[config.mk]
export PLATFORM = sky130hd
export DESIGN_NAME = seg7_scan_controller
export DESIGN_NICKNAME = d
export VERILOG_FILES = /design/src/rtl/seg7_pkg.sv /design/src/rtl/seg7_decode.sv /design/src/rtl/seg7_scan_controller.sv
export SDC_FILE = /design/constraint.sdc
export NUM_CORES = 1
export LEC_CHECK = 0
export BUFFER_PORTS_ARGS = -buffer_cell sky130_fd_sc_hd__clkbuf_2
export CAP_MARGIN = 25
export CORE_ASPECT_RATIO = 1.5
export CORE_UTILIZATION = 35
export DETAILED_ROUTE_END_ITERATION = 6
export GPL_TIMING_DRIVEN = 0
export SYNTH_ARGS = -nofsm -noshare
export SYNTH_HDL_FRONTEND = slang
export SYNTH_SLANG_ARGS = --single-unit
[constraint.sdc]
create_clock -name clk -period 4.4 [get_ports clk]
set_input_delay 0.22 -clock clk [delete_from_list [all_inputs] [get_ports clk]]
set_output_delay 0.22 -clock clk [all_outputs]
set_load 0.05 [all_outputs]
[src/rtl/seg7_pkg.sv]
// Shared definitions for the seven-segment display path: segment bit order
// and the active-low glyph constants for hex digits 0..F.
package seg7_pkg;

    // Position of each segment inside a 7-bit pattern (bit 0 = a ... bit 6 = g).
    typedef enum logic [2:0] {
        SEG_A = 3'd0,
        SEG_B = 3'd1,
        SEG_C = 3'd2,
        SEG_D = 3'd3,
        SEG_E = 3'd4,
        SEG_F = 3'd5,
        SEG_G = 3'd6
    } seg_bit_e;

    localparam logic [6:0] SEG_OFF = 7'h7F;

    localparam logic [6:0] SEG_0 = 7'h40;
    localparam logic [6:0] SEG_1 = 7'h79;
    localparam logic [6:0] SEG_2 = 7'h24;
    localparam logic [6:0] SEG_3 = 7'h30;
    localparam logic [6:0] SEG_4 = 7'h19;
    localparam logic [6:0] SEG_5 = 7'h12;
    localparam logic [6:0] SEG_6 = 7'h02;
    localparam logic [6:0] SEG_7 = 7'h78;
    localparam logic [6:0] SEG_8 = 7'h00;
    localparam logic [6:0] SEG_9 = 7'h10;
    localparam logic [6:0] SEG_A_HEX = 7'h08;
    localparam logic [6:0] SEG_B_HEX = 7'h03;
    localparam logic [6:0] SEG_C_HEX = 7'h46;
    localparam logic [6:0] SEG_D_HEX = 7'h21;
    localparam logic [6:0] SEG_E_HEX = 7'h06;
    localparam logic [6:0] SEG_F_HEX = 7'h0E;

endpackage

[src/rtl/seg7_decode.sv]
// Combinational 4-bit value to active-low seven-segment pattern
// (0-9 as numerals, 10-15 as A, b, C, d, E, F).
module seg7_decode
    import seg7_pkg::*;
(
    input  logic [3:0] value,
    output logic [6:0] pattern
);

    always_comb begin
        pattern = SEG_OFF;
        case (value)
            4'h0: pattern = SEG_0;
            4'h1: pattern = SEG_1;
            4'h2: pattern = SEG_2;
            4'h3: pattern = SEG_3;
            4'h4: pattern = SEG_4;
            4'h5: pattern = SEG_5;
            4'h6: pattern = SEG_6;
            4'h7: pattern = SEG_7;
            4'h8: pattern = SEG_8;
            4'h9: pattern = SEG_9;
            4'hA: pattern = SEG_A_HEX;
            4'hB: pattern = SEG_B_HEX;
            4'hC: pattern = SEG_C_HEX;
            4'hD: pattern = SEG_D_HEX;
            4'hE: pattern = SEG_E_HEX;
            4'hF: pattern = SEG_F_HEX;
            default: pattern = SEG_OFF;
        endcase
    end

endmodule

[src/rtl/seg7_scan_controller.sv]
// Multiplexed N-digit seven-segment scanner with frame snapshot, leading-zero
// suppression, blink, PWM brightness and an all-off guard at each digit change.
module seg7_scan_controller
    import seg7_pkg::*;
#(
    parameter int NUM_DIGITS   = 4,
    parameter int REFRESH_DIV  = 100000,
    parameter int BLANK_CYCLES = 16,
    parameter int BRIGHT_W     = 4,
    parameter int BLINK_DIV    = 64
) (
    input  logic                      clk,
    input  logic                      reset,
    input  logic [4*NUM_DIGITS-1:0]   digits_in,
    input  logic [NUM_DIGITS-1:0]     dp_in,
    input  logic [NUM_DIGITS-1:0]     blank_mask,
    input  logic [NUM_DIGITS-1:0]     blink_mask,
    input  logic                      lz_suppress,
    input  logic [BRIGHT_W-1:0]       brightness,
    output logic [NUM_DIGITS-1:0]     anode,
    output logic [6:0]                segments,
    output logic                      dp,
    output logic                      frame_start
);

    localparam int DWELL_W = (REFRESH_DIV > 1) ? $clog2(REFRESH_DIV) : 1;
    localparam int IDX_W   = $clog2(NUM_DIGITS);
    localparam int BLINK_W = (BLINK_DIV > 1) ? $clog2(BLINK_DIV) : 1;

    localparam logic [DWELL_W-1:0] DWELL_LAST = DWELL_W'(REFRESH_DIV - 1);
    localparam logic [DWELL_W-1:0] GUARD_END  = DWELL_W'(BLANK_CYCLES);
    localparam logic [IDX_W-1:0]   IDX_LAST   = IDX_W'(NUM_DIGITS - 1);
    localparam logic [BLINK_W-1:0] BLINK_LAST = BLINK_W'(BLINK_DIV - 1);

    logic [DWELL_W-1:0]      dwell_cnt;
    logic [IDX_W-1:0]        idx;
    logic [BRIGHT_W-1:0]     pwm_cnt;
    logic [BLINK_W-1:0]      blink_cnt;
    logic                    blink_phase;

    logic [4*NUM_DIGITS-1:0] sh_digits;
    logic [NUM_DIGITS-1:0]   sh_dp;
    logic [NUM_DIGITS-1:0]   sh_blank;
    logic [NUM_DIGITS-1:0]   sh_blink;
    logic                    sh_lz;

    logic                    snap_now;
    logic                    dwell_wrap;
    logic                    frame_end;
    logic [4*NUM_DIGITS-1:0] view_digits;
    logic [NUM_DIGITS-1:0]   view_dp;
    logic [NUM_DIGITS-1:0]   view_blank;
    logic [NUM_DIGITS-1:0]   view_blink;
    logic                    view_lz;
    logic [NUM_DIGITS-1:0]   lz_mask;
    logic                    nz_seen;
    logic [3:0]              cur_digit;
    logic [6:0]              cur_pattern;
    logic                    lit;
    logic [NUM_DIGITS-1:0]   anode_d;
    logic [6:0]              segments_d;
    logic                    dp_d;

    assign snap_now   = (idx == '0) && (dwell_cnt == '0);
    assign dwell_wrap = (dwell_cnt == DWELL_LAST);
    assign frame_end  = dwell_wrap && (idx == IDX_LAST);

    // The snapshot cycle itself is an output cycle of digit 0, so it must
    // already see the values being captured, not the previous frame's.
    assign view_digits = snap_now ? digits_in   : sh_digits;
    assign view_dp     = snap_now ? dp_in       : sh_dp;
    assign view_blank  = snap_now ? blank_mask  : sh_blank;
    assign view_blink  = snap_now ? blink_mask  : sh_blink;
    assign view_lz     = snap_now ? lz_suppress : sh_lz;

    always_comb begin
        nz_seen = 1'b0;
        lz_mask = '0;
        for (int k = NUM_DIGITS - 1; k >= 1; k--) begin
            if (view_digits[4*k +: 4] != 4'h0) nz_seen = 1'b1;
            lz_mask[k] = view_lz && !nz_seen;
        end
    end

    assign cur_digit = view_digits[{idx, 2'b00} +: 4];

    seg7_decode u_decode (
        .value   (cur_digit),
        .pattern (cur_pattern)
    );

    assign lit = (dwell_cnt >= GUARD_END) && (pwm_cnt < brightness) &&
                 !view_blank[idx] && !(view_blink[idx] && blink_phase);

    always_comb begin
        anode_d    = '1;
        segments_d = SEG_OFF;
        dp_d       = 1'b1;
        if (lit) begin
            anode_d[idx] = 1'b0;
            segments_d   = lz_mask[idx] ? SEG_OFF : cur_pattern;
            dp_d         = ~view_dp[idx];
        end
    end

    always_ff @(posedge clk or negedge reset) begin
        if (!reset) begin
            dwell_cnt   <= '0;
            idx         <= '0;
            pwm_cnt     <= '0;
            blink_cnt   <= '0;
            blink_phase <= 1'b0;
        end else begin
            pwm_cnt <= pwm_cnt + 1'b1;
            if (dwell_wrap) begin
                dwell_cnt <= '0;
                idx       <= (idx == IDX_LAST) ? '0 : idx + 1'b1;
            end else begin
                dwell_cnt <= dwell_cnt + 1'b1;
            end
            if (frame_end) begin
                if (blink_cnt == BLINK_LAST) begin
                    blink_cnt   <= '0;
                    blink_phase <= ~blink_phase;
                end else begin
                    blink_cnt <= blink_cnt + 1'b1;
                end
            end
        end
    end

    always_ff @(posedge clk or negedge reset) begin
        if (!reset) begin
            sh_digits <= '0;
            sh_dp     <= '0;
            sh_blank  <= '0;
            sh_blink  <= '0;
            sh_lz     <= 1'b0;
        end else if (snap_now) begin
            sh_digits <= digits_in;
            sh_dp     <= dp_in;
            sh_blank  <= blank_mask;
            sh_blink  <= blink_mask;
            sh_lz     <= lz_suppress;
        end
    end

    always_ff @(posedge clk or negedge reset) begin
        if (!reset) begin
            anode       <= '1;
            segments    <= SEG_OFF;
            dp          <= 1'b1;
            frame_start <= 1'b0;
        end else begin
            anode       <= anode_d;
            segments    <= segments_d;
            dp          <= dp_d;
            frame_start <= snap_now;
        end
    end

endmodule

==> out/metrics.csv, run 1 <==
metric;value;unit
status;finished clean;
leading cell types in the layout, fill and taps excluded;dfrtp_1, clkbuf_2, nand2_1;
sequential-to-total area share from yosys stat;0.469;
worst hold path type;input pin to flip-flop;
DRC Markers;0;
Crit Path Category;flip-flop to flip-flop;
first-pass GRT wire length;13.6;mm
Cell variety after synth;59;
P_int;1.14;mW
minimum clock period;4.03;ns
Post-CTS Repair Setup Buffers;0;
clock-pin slew on the worst setup and hold paths;0.05;ns
Psw;337;uW
Post-Route Skew;0.00486;ns
Slew @ Worst Pin;0.852;ns
1st-iter DRT viols;88;
CP Launch Type;flip-flop;
post-synth top area share;0.388;
Peak Freq;248;MHz
Total Wirelength;8.08;mm
Syn Inst Count;328;
Net Sw Frac;0.229;
yosys warns;0;
max_slew headroom;0.427;
Pwr Density;321;nW/um^2
endpoint class of the critical path;flip-flop;
synthesized net count;380;
Post-DP HPWL;6.16;mm
routability cong.;0.832;
setup violators final;0;
synthesized cell area;3870;sq um
Post-synth EDFFs;0;
# diodes;0;
via count;2687;
Core ar.;10600;sq um
Crit path max-delay family;buffers and inverters;
CP max stage cell;mux4_2;
setup tns final;0;ns
Final Power;1.47;mW
CTS root buf;clkbuf_16;
Clk network pwr share;0.441;
fin area;4590;sq um
final core area utilization;0.431;
Num CTS Buffers;9;
CTS tree;built;
Multi-input gate area;1890;sq um
CP Buf/Inv Count;6;
Boundary Pins;48;
layout cell share with drive strength beyond 1;0.331;
CTS Buffer Depth;2;
Async S/R FF share, synth;1.00;
CTS resizes;0;
syn avg cell area;11.8;sq um
flops & latches, synth;72;
Tot GR Track Use;0.157;
port bufs;47;
die area;11500;sq um
Worst Path Required;4.64;ns
Pleak;2.03;nW
DR vias/cell;5.00;
global route overflow;0;
largest net degree at the start of global routing;57;
Synth area leaders;dfrtp_1, dfstp_2, mux2_2, mux4_2, ha_1;
Synth Flop Type;dfrtp_1;
Max-Cap Viols;0;
Area Growth Syn to Fin;18.6;%
Yosys top cell by area;dfrtp_1;
final period utilization;0.916;
crit path max fanout;10;
clk sinks;72;
Die Span Y;131;um
initial antenna violation count;0;
Storage cell area;1820;sq um
Fin. Hold Viols;0;
CP arrival;4.27;ns
Nets;440;
wire per inst;15.0;um
initial core utilization;0.364;
Comb power frac;0.087;
worst vdd ir;0.000126;V
crit path cell chain;buf_2 > clkinv_1 > ha_1 > nand2_1 > or3_1 > buf_2 > nor2_4 > buf_8 > mux2_1 > mux4_2 > inv_1 > ha_1 > inv_1 > o211ai_1 > a32oi_1 > o21ai_0;
Die W;87.9;um
Routed Antenna Nets;0;
CTS H-Tree Depth;3;
FP Rows;46;
max incr delay on CP;0.54;ns
Area after DPL;4320;sq um
most common library cell in the layout ignoring fill and taps;dfrtp_1;
Clock Latency Late Sink;0.32;ns
vias in the first global route;2783;
drt pass-1 iters;4;
sequential share of power;0.472;
Final Max Slew Viols;0;
Filler Cell Count;1031;
RSZ-0062 raised after global routing;false;
## path summary, 6_finish.rpt
check,slack [ns],from,end,cells past startpoint
worst min-delay path,0.13,digits_in[3],sh_digits[3],3
min in group asynchronous,0.34,reset,pwm_cnt[0],2
worst max-delay path,0.37,idx[0],segments[0],16
worst max register to register,0.37,idx[0],segments[0],16
max in group asynchronous,3.46,reset,anode[1],3
worst min register to register,0.46,blink_cnt[5],blink_cnt[5],1
## cell usage after synthesis (8+ instances only)
| library cell | instances |
|---|---|
| xor2_1 | 8 |
| mux4_2 | 10 |
| xnor2_1 | 10 |
| o21ai_0 | 12 |
| dfstp_2 | 12 |
| inv_1 | 17 |
| nand2_1 | 35 |
| nand3_1 | 15 |
| nor2_1 | 13 |
| dfrtp_1 | 60 |
| mux2_2 | 25 |
| ha_1 | 17 |
## worst register-to-register path: cells and delay by family, from the launching register on
family                   cells  cell delay (ns)
multiplexers                 2             0.86
flip-flops                   1             0.36
adder cells (fa/ha/maj)      2             0.66
buffers and inverters        6             1.31
AND/OR/NAND/NOR              3             0.25
AO/OA/AOI/OAI                3             0.50
## stage by stage
step | hold slack (ns) | setup WS [ns] | instances
2_1_floorplan | -0.0756 | 0.896 | 328
3_3_place_gp | 0.447 | 0.450 | 519
3_5_place_dp | 0.144 | 0.408 | 520
4_1_cts | 0.121 | 0.354 | 537
5_1_grt | 0.135 | 0.129 | 537
6_report | 0.131 | 0.370 | 537
## final cells by class
cell class / count / area share
inverter: 19 / 0.0155
tap: 144 / 0.0393
buffer: 12 / 0.0204
sequential: 72 / 0.396
timing repair buffer: 49 / 0.0600
multi-input combinational: 225 / 0.412
clock buffer: 15 / 0.0562
clock inverter: 1 / 0.00109
## flip-flops by register name, summed over array words and instances, names as in the netlist, 6 cells and up
register,cells
dwell_cnt,17
blink_cnt,6
segments,7
sh_digits,16
## power by group through the flow
stage / Combinational (mW) / Sequential [mW] / Clock [mW]
detailed placement: 0.130 / 0.706 / 0
CTS: 0.131 / 0.695 / 0.667
finish: 0.129 / 0.695 / 0.650
floorplan: 0.0531 / 0.729 / 0
global route: 0.142 / 0.698 / 0.700
global placement: 0.124 / 0.706 / 0
## timing repair
| item | 4_1_cts | 5_1_grt |
|---|---|---|
| endpoints found under the hold margin | 15 | 0 |
| setup endpoints to repair | 0 | 0 |
| hold buffers | 1 | 0 |
## layer usage
layer	vias to the layer above	GRT usage	part of all wire
li1	1297	-	-
met1	1331	0.170	0.40
met2	47	0.288	0.55
met3	12	0.0345	0.034
met4	0	0.0723	0.022
met5	-	0	0
## kinds of logic (layout without fill, tap and decap cells)
family / after synthesis / after routing / share of synthesized area
and+or+nand+nor: 104 / 104 / 0.151
adders and majority gates: 17 / 17 / 0.0549
buffers and inverters: 31 / 96 / 0.0427
muxes: 45 / 45 / 0.166
AOI/OAI and AO/OA: 41 / 41 / 0.0756
xor gates and xnor gates: 18 / 18 / 0.0407
DFF: 72 / 72 / 0.469
Power figures use the tool's default switching activity.
==> run 2, diff against run 1 <==
Settings changed: ABC_AREA set to 1, MAX_ROUTING_LAYER set to met4.
Clock period 4.4 ns to 5.1 ns, I/O delays scaled along.
==> run 2 against run 1 <==
Synthesized cell count increased by 51%. Via count increased by 24%. Worst hold slack improved by 0.0021 ns. Power decreased by 1.3%. Clock skew increased by 0.00093 ns. Critical path depth increased by 3.
==> out/metrics.csv, run 2 <==
metric;value;unit;change
Reg2Reg Launch Point;idx[0];;
CP Buf/Inv Count;5;;-1
flops & latches, synth;72;;unchanged
Die W;89.2;um;+1.5%
global route overflow;0;;unchanged
die area;11800;sq um;+2.9%
initial antenna violation count;0;;unchanged
final period utilization;0.694;;-0.221
Final Max Slew Viols;0;;unchanged
routability cong.;0.862;;+3.5%
drt pass-1 iters;4;;unchanged
Fin. Hold Viols;0;;unchanged
reg2reg path depth;19;;+3
post-synth top area share;0.377;;-0.0113
Pleak;2.56;nW;+26%
initial core utilization;0.361;;-0.00289
Post-synth EDFFs;0;;unchanged
final worst setup slack;1.56;ns;+1.19 ns
sequential-to-total area share from yosys stat;0.456;;-0.0137
Clock Latency Late Sink;0.34;ns;+0.02 ns
Net Sw Frac;0.222;;-0.00701
R2R Setup Slk;1.56;ns;+1.19 ns
worst hold start;dp_in[2];;
most frequent cell after synthesis;nand2_1;;
# diodes;0;;unchanged
port bufs;47;;unchanged
Die Span Y;133;um;+1.5%
crit path max fanout;11;;+1
Crit path max-delay family;simple AND/OR/NAND/NOR gates;;
syn avg cell area;8.04;sq um;-32%
1st-iter DRT viols;116;;+32%
Total Wirelength;9.25;mm;+14%
Boundary Pins;48;;unchanged
synthesized net count;548;;+44%
Clk network pwr share;0.515;;+0.074
minimum clock period;3.54;ns;-0.488 ns
Yosys top cell by area;dfrtp_1;;
CP Launch Type;flip-flop;;
CP max stage cell;clkbuf_1;;
largest net degree at the start of global routing;64;;+12%
Max-Cap Viols;0;;unchanged
leading cell types in the layout, fill and taps excluded;nand2_1, inv_1, dfrtp_1;;
Async S/R FF share, synth;1.00;;unchanged
Post-DP HPWL;6.93;mm;+12%
layout cell share with drive strength beyond 1;0.205;;-0.126
final core area utilization;0.434;;+0.00334
clk sinks;72;;unchanged
DRC Markers;0;;unchanged
FP Rows;47;;+2.2%
CTS H-Tree Depth;3;;unchanged
max incr delay on CP;0.51;ns;-0.03 ns
top post-synthesis cells by count;nand2_1, inv_1, dfrtp_1, nand3_1, nor2_1;;
Crit Path Category;flip-flop to flip-flop;;
Post-Route Skew;0.00579;ns;+0.000928 ns
synthesized cell area;3990;sq um;+3.0%
Area after DPL;4440;sq um;+2.8%
Hold Path End;sh_dp[2];;
most used cell, CP;nand2_1;;
dpl ws;1.54;ns;+1.14 ns
setup tns final;0;ns;unchanged
via count;3333;;+24%
clock-pin slew on the worst setup and hold paths;0.06;ns;about the same
Area Growth Syn to Fin;20.4;%;
endpoint class of the critical path;flip-flop;;
Nets;608;;+38%
Tot GR Track Use;0.176;;+0.0186
Top reg by flops;dwell_cnt;;
CTS Buffer Depth;2;;unchanged
setup violators final;0;;unchanged
Comb power frac;0.075;;-0.012
Final Power;1.45;mW;-1.3%
Synth area leaders;dfrtp_1, nand2_1, dfstp_2, nand3_1, inv_1;;
status;finished clean;;
Cell variety after synth;35;;-41%
yosys warns;0;;unchanged
placed cell count;691;;+33%
first-pass GRT wire length;15.2;mm;+12%
Core ar.;11100;sq um;+3.8%
worst vdd ir;0.000177;V;+41%
P_int;1.13;mW;-0.44%
CTS tree;built;;
reg2reg end;segments[0];;
Routed Antenna Nets;0;;unchanged
Psw;322;uW;-4.4%
top flop regs;dwell_cnt (17), sh_digits (16), segments (7);;
crit path cell chain;inv_1 > clkbuf_1 > ha_1 > inv_1 > nor2_1 > nand2_1 > nor2_4 > nand2_4 > buf_6 > nand2_1 > nand2_1 > nand2_1 > nand2_1 > nor2_4 > inv_1 > ha_1 > nand3b_1 > nand3_1 > nand3_1;;
wire per inst;13.1;um;-13%
DR vias/cell;4.71;;-5.9%
Num CTS Buffers;9;;unchanged
max_slew headroom;0.582;;+0.155
hold depth;3;;unchanged
WHS;0.133;ns;+0.00208 ns
Pwr Density;303;nW/um^2;-5.7%
vias in the first global route;3208;;+15%
CP arrival;3.80;ns;-0.47 ns
fin area;4800;sq um;+4.6%
Worst Path Required;5.36;ns;+0.72 ns
Synth Flop Type;dfrtp_1;;
Slew @ Worst Pin;0.627;ns;-0.226 ns
RSZ-0062 raised after global routing;false;;
worst hold path type;input pin to flip-flop;;
most common library cell in the layout ignoring fill and taps;nand2_1;;
Non-Filler Instances;708;;+32%
sequential share of power;0.411;;-0.061
Peak Freq;282;MHz;+14%
CTS root buf;clkbuf_16;;
Syn Inst Count;496;;+51%
max reg flops;17;;unchanged
[run 2: changes by cell type after synthesis, moves of 6 or more]
cell | previous run | this run
mux4_2 | 10 | 0
nand2_2 | 0 | 9
nand2_1 | 35 | 134
xnor2_1 | 10 | 3
inv_1 | 17 | 71
nand3_1 | 15 | 59
nor2_1 | 13 | 36
nand4_1 | 5 | 14
mux2_2 | 25 | 0
a21oi_1 | 5 | 11
[run 2: power by group through the flow]
stage                     registers (mW)  logic, mW  clock network, mW
after detailed placement           0.607      0.108                  0
after global placement             0.607      0.104                  0
final                              0.597      0.109              0.748
after CTS                          0.597      0.110              0.762
after global routing               0.599      0.123              0.788
after floorplan                    0.627     0.0447                  0
[run 2: worst max-delay path by stage]
stage | from | end | slack [ns] | cells after the start
2_1_floorplan | idx[0] | segments[0] | 2.32 | 19
3_3_place_gp | idx[0] | segments[0] | 1.55 | 19
3_5_place_dp | idx[0] | segments[0] | 1.54 | 19
4_1_cts | idx[0] | segments[0] | 1.49 | 19
5_1_grt | idx[0] | segments[0] | 1.21 | 19
6_report | idx[0] | segments[0] | 1.56 | 19
[run 2: final cells by class]
| type | count | area, sq um |
|---|---|---|
| Inverter | 76 | 285 |
| Tap cell | 147 | 184 |
| Multi-Input combinational cell | 339 | 1810 |
| Sequential cell | 72 | 1820 |
| Buffer | 9 | 72.6 |
| Clock buffer | 11 | 253 |
| Fill cell | 1130 | 6250 |
| Clock inverter | 5 | 103 |
| Timing Repair Buffer | 49 | 275 |
[run 2: repair_timing]
action	4_1_cts	5_1_grt
setup buffers	0	0
endpoints found under the hold margin	9	0
gates resized for setup	0	0
hold buffers	1	0
[run 2: routing by layer]
layer | global-route usage | vias to the layer above | wire [um] | part of all wire
li1 | - | 1689 | - | -
met1 | 0.181 | 1558 | 3710 | 0.40
met2 | 0.312 | 71 | 5000 | 0.54
met3 | 0.0418 | 15 | 358 | 0.039
met4 | 0.0705 | 0 | 180 | 0.019
met5 | - | - | 0 | 0
[run 2: logic make-up after synthesis]
family                     after synthesis  share of synthesized area
and+or+nand+nor                        276                      0.324
buffers and inverters                   85                     0.0897
DFF                                     72                      0.456
AOI/OAI and AO/OA                       35                     0.0527
adders and majority gates               17                     0.0533
xor gates and xnor gates                11                     0.0242
[run 2: worst min-delay path: stages]
cell      delay [ns]
clkbuf_2        0.08
nand2_1         0.04
nand2_1         0.06
==> run 3, diff against run 2 <==
Clock period 5.1 ns to 3.6 ns, I/O delays scaled along.
==> run 3 against run 2 <==
Final cell count shrank 0.14%. First-iteration DRC count grew 21%. Clock-buffer cell count is the same. Non-clock buffer count shrank 1. Register-to-register slack lost 1.2 ns. Largest cell class unchanged.
==> out/metrics.csv, run 3 (synthesis gave the netlist of run 2 again) <==
metric;value;unit;change
worst vdd ir;0.000253;V;+43%
DR vias/cell;4.71;;+0.11%
most common library cell in the layout ignoring fill and taps;nand2_1;;
top flop regs;dwell_cnt (17), sh_digits (16), segments (7);;
setup violators final;0;;unchanged
Die Span Y;133;um;unchanged
FP Rows;47;;unchanged
die area;11800;sq um;unchanged
leading cell types in the layout, fill and taps excluded;nand2_1, inv_1, dfrtp_1;;
clock-pin slew on the worst setup and hold paths;0.06;ns;about the same
vias in the first global route;3208;;unchanged
Routed Antenna Nets;0;;unchanged
Non-Filler Instances;707;;-0.14%
clk sinks;72;;unchanged
final period utilization;0.907;;+0.213
worst hold path type;input pin to flip-flop;;
Post-CTS Repair Setup Buffers;0;;unchanged
setup tns final;0;ns;unchanged
Post-DP HPWL;6.93;mm;unchanged
Post-Route Skew;0.00627;ns;+0.000482 ns
Die W;89.2;um;unchanged
Num CTS Buffers;9;;unchanged
RSZ-0062 raised after global routing;false;;
Pwr Density;429;nW/um^2;+42%
initial core utilization;0.361;;unchanged
Clock Latency Late Sink;0.34;ns;about the same
wire per inst;13.0;um;-0.15%
Area Growth Syn to Fin;20.4;%;about the same
Slew @ Worst Pin;0.582;ns;-0.0443 ns
CP arrival;3.53;ns;-0.27 ns
crit path max fanout;11;;unchanged
Top reg by flops;dwell_cnt;;
drt pass-1 iters;4;;unchanged
# diodes;0;;unchanged
Nets;607;;-0.16%
DRC Markers;0;;unchanged
1st-iter DRT viols;140;;+21%
Fin. Hold Viols;0;;unchanged
first-pass GRT wire length;15.2;mm;unchanged
Crit Path Category;flip-flop to flip-flop;;
endpoint class of the critical path;flip-flop;;
Total Wirelength;9.22;mm;-0.29%
via count;3332;;-0.030%
global route overflow;0;;unchanged
Final Max Slew Viols;0;;unchanged
Max-Cap Viols;0;;unchanged
Tot GR Track Use;0.176;;unchanged
max reg flops;17;;unchanged
placed cell count;691;;unchanged
final core area utilization;0.434;;about the same
initial antenna violation count;0;;unchanged
Core ar.;11100;sq um;unchanged
CTS H-Tree Depth;3;;unchanged
CTS root buf;clkbuf_16;;
CTS tree;built;;
CP Launch Type;flip-flop;;
port bufs;47;;unchanged
largest net degree at the start of global routing;64;;unchanged
Peak Freq;306;MHz;+8.4%
Worst Path Required;3.86;ns;-1.50 ns
max_slew headroom;0.610;;+0.0281
layout cell share with drive strength beyond 1;0.207;;+0.00215
status;finished clean;;
minimum clock period;3.27;ns;-0.275 ns
Pleak;2.56;nW;about the same
routability cong.;0.862;;unchanged
CTS Buffer Depth;2;;unchanged
Boundary Pins;48;;unchanged
[run 3: critical path: stages, from the launching register on]
cell and delay [ns]:
dfrtp_1 0.50, inv_1 0.20, buf_2 0.30, ha_1 0.24
inv_1 0.05, nor2_1 0.08, nand2_1 0.10, nor2_4 0.19
nand2_4 0.13, buf_6 0.17, nand2_1 0.07, nand2_1 0.07
nand2_1 0.10, nand2_1 0.09, nor2_4 0.19, inv_1 0.11
ha_1 0.23, nand3b_1 0.18, nand3_1 0.10, nand3_1 0.08
[run 3: power by group]
group | switching, mW | total (mW) | internal (mW) | leakage (nW)
Clock | 0.347 | 1.06 | 0.713 | 0.172
Sequential | 0.00643 | 0.846 | 0.839 | 0.879
Combinational | 0.103 | 0.154 | 0.0508 | 1.51
[run 3: what timing repair did]
action,CTS,global route
hold endpoints to repair,9,0
hold buffers,1,0
endpoints found under the setup margin,1,3
pin swaps,0,0
resized for setup,1,1
[run 3: path summary, 6_finish.rpt]
| check | from | end | slack, ns | cells past startpoint |
|---|---|---|---|---|
| worst max-delay path | idx[0] | segments[0] | 0.33 | 19 |
| worst min-delay path | dp_in[2] | sh_dp[2] | 0.06 | 3 |
| worst max register to register | idx[0] | segments[0] | 0.33 | 19 |
| worst min register to register | sh_dp[1] | sh_dp[1] | 0.47 | 2 |
| max in group asynchronous | reset | anode[1] | 2.75 | 3 |
| min in group asynchronous | reset | frame_start | 0.24 | 2 |
[run 3: layout make-up]
| cell class | instances | area [sq um] |
|---|---|---|
| fillers | 1131 | 6260 |
| repair buffers | 49 | 275 |
| flip-flops and latches | 72 | 1820 |
| clock inverters | 5 | 103 |
| inverters | 76 | 285 |
| clock buffers | 11 | 253 |
| multi-input cells | 339 | 1810 |
| well taps | 147 | 184 |
| plain buffers | 8 | 70.1 |
[run 3: per-stage QoR]
step / cell area (sq um) / power [mW] / setup WS (ns) / hold slack (ns)
global placement: 4410 / 1.01 / 0.0466 / 0.406
detailed placement: 4440 / 1.01 / 0.0447 / 0.0620
finish: 4800 / 2.06 / 0.334 / 0.0568
floorplan: 3990 / 0.952 / 0.819 / -0.116
global route: 4800 / 2.14 / 0.0139 / 0.0732
CTS: 4800 / 2.08 / 0.209 / 0.0476
[run 3: layer usage]
metal	wire length (um)	vias to the layer above	GRT usage	share of wire
li1	-	1694	-	-
met1	3650	1551	0.181	0.40
met2	5020	73	0.312	0.54
met3	337	14	0.0418	0.037
met4	218	0	0.0705	0.024
met5	0	-	-	0
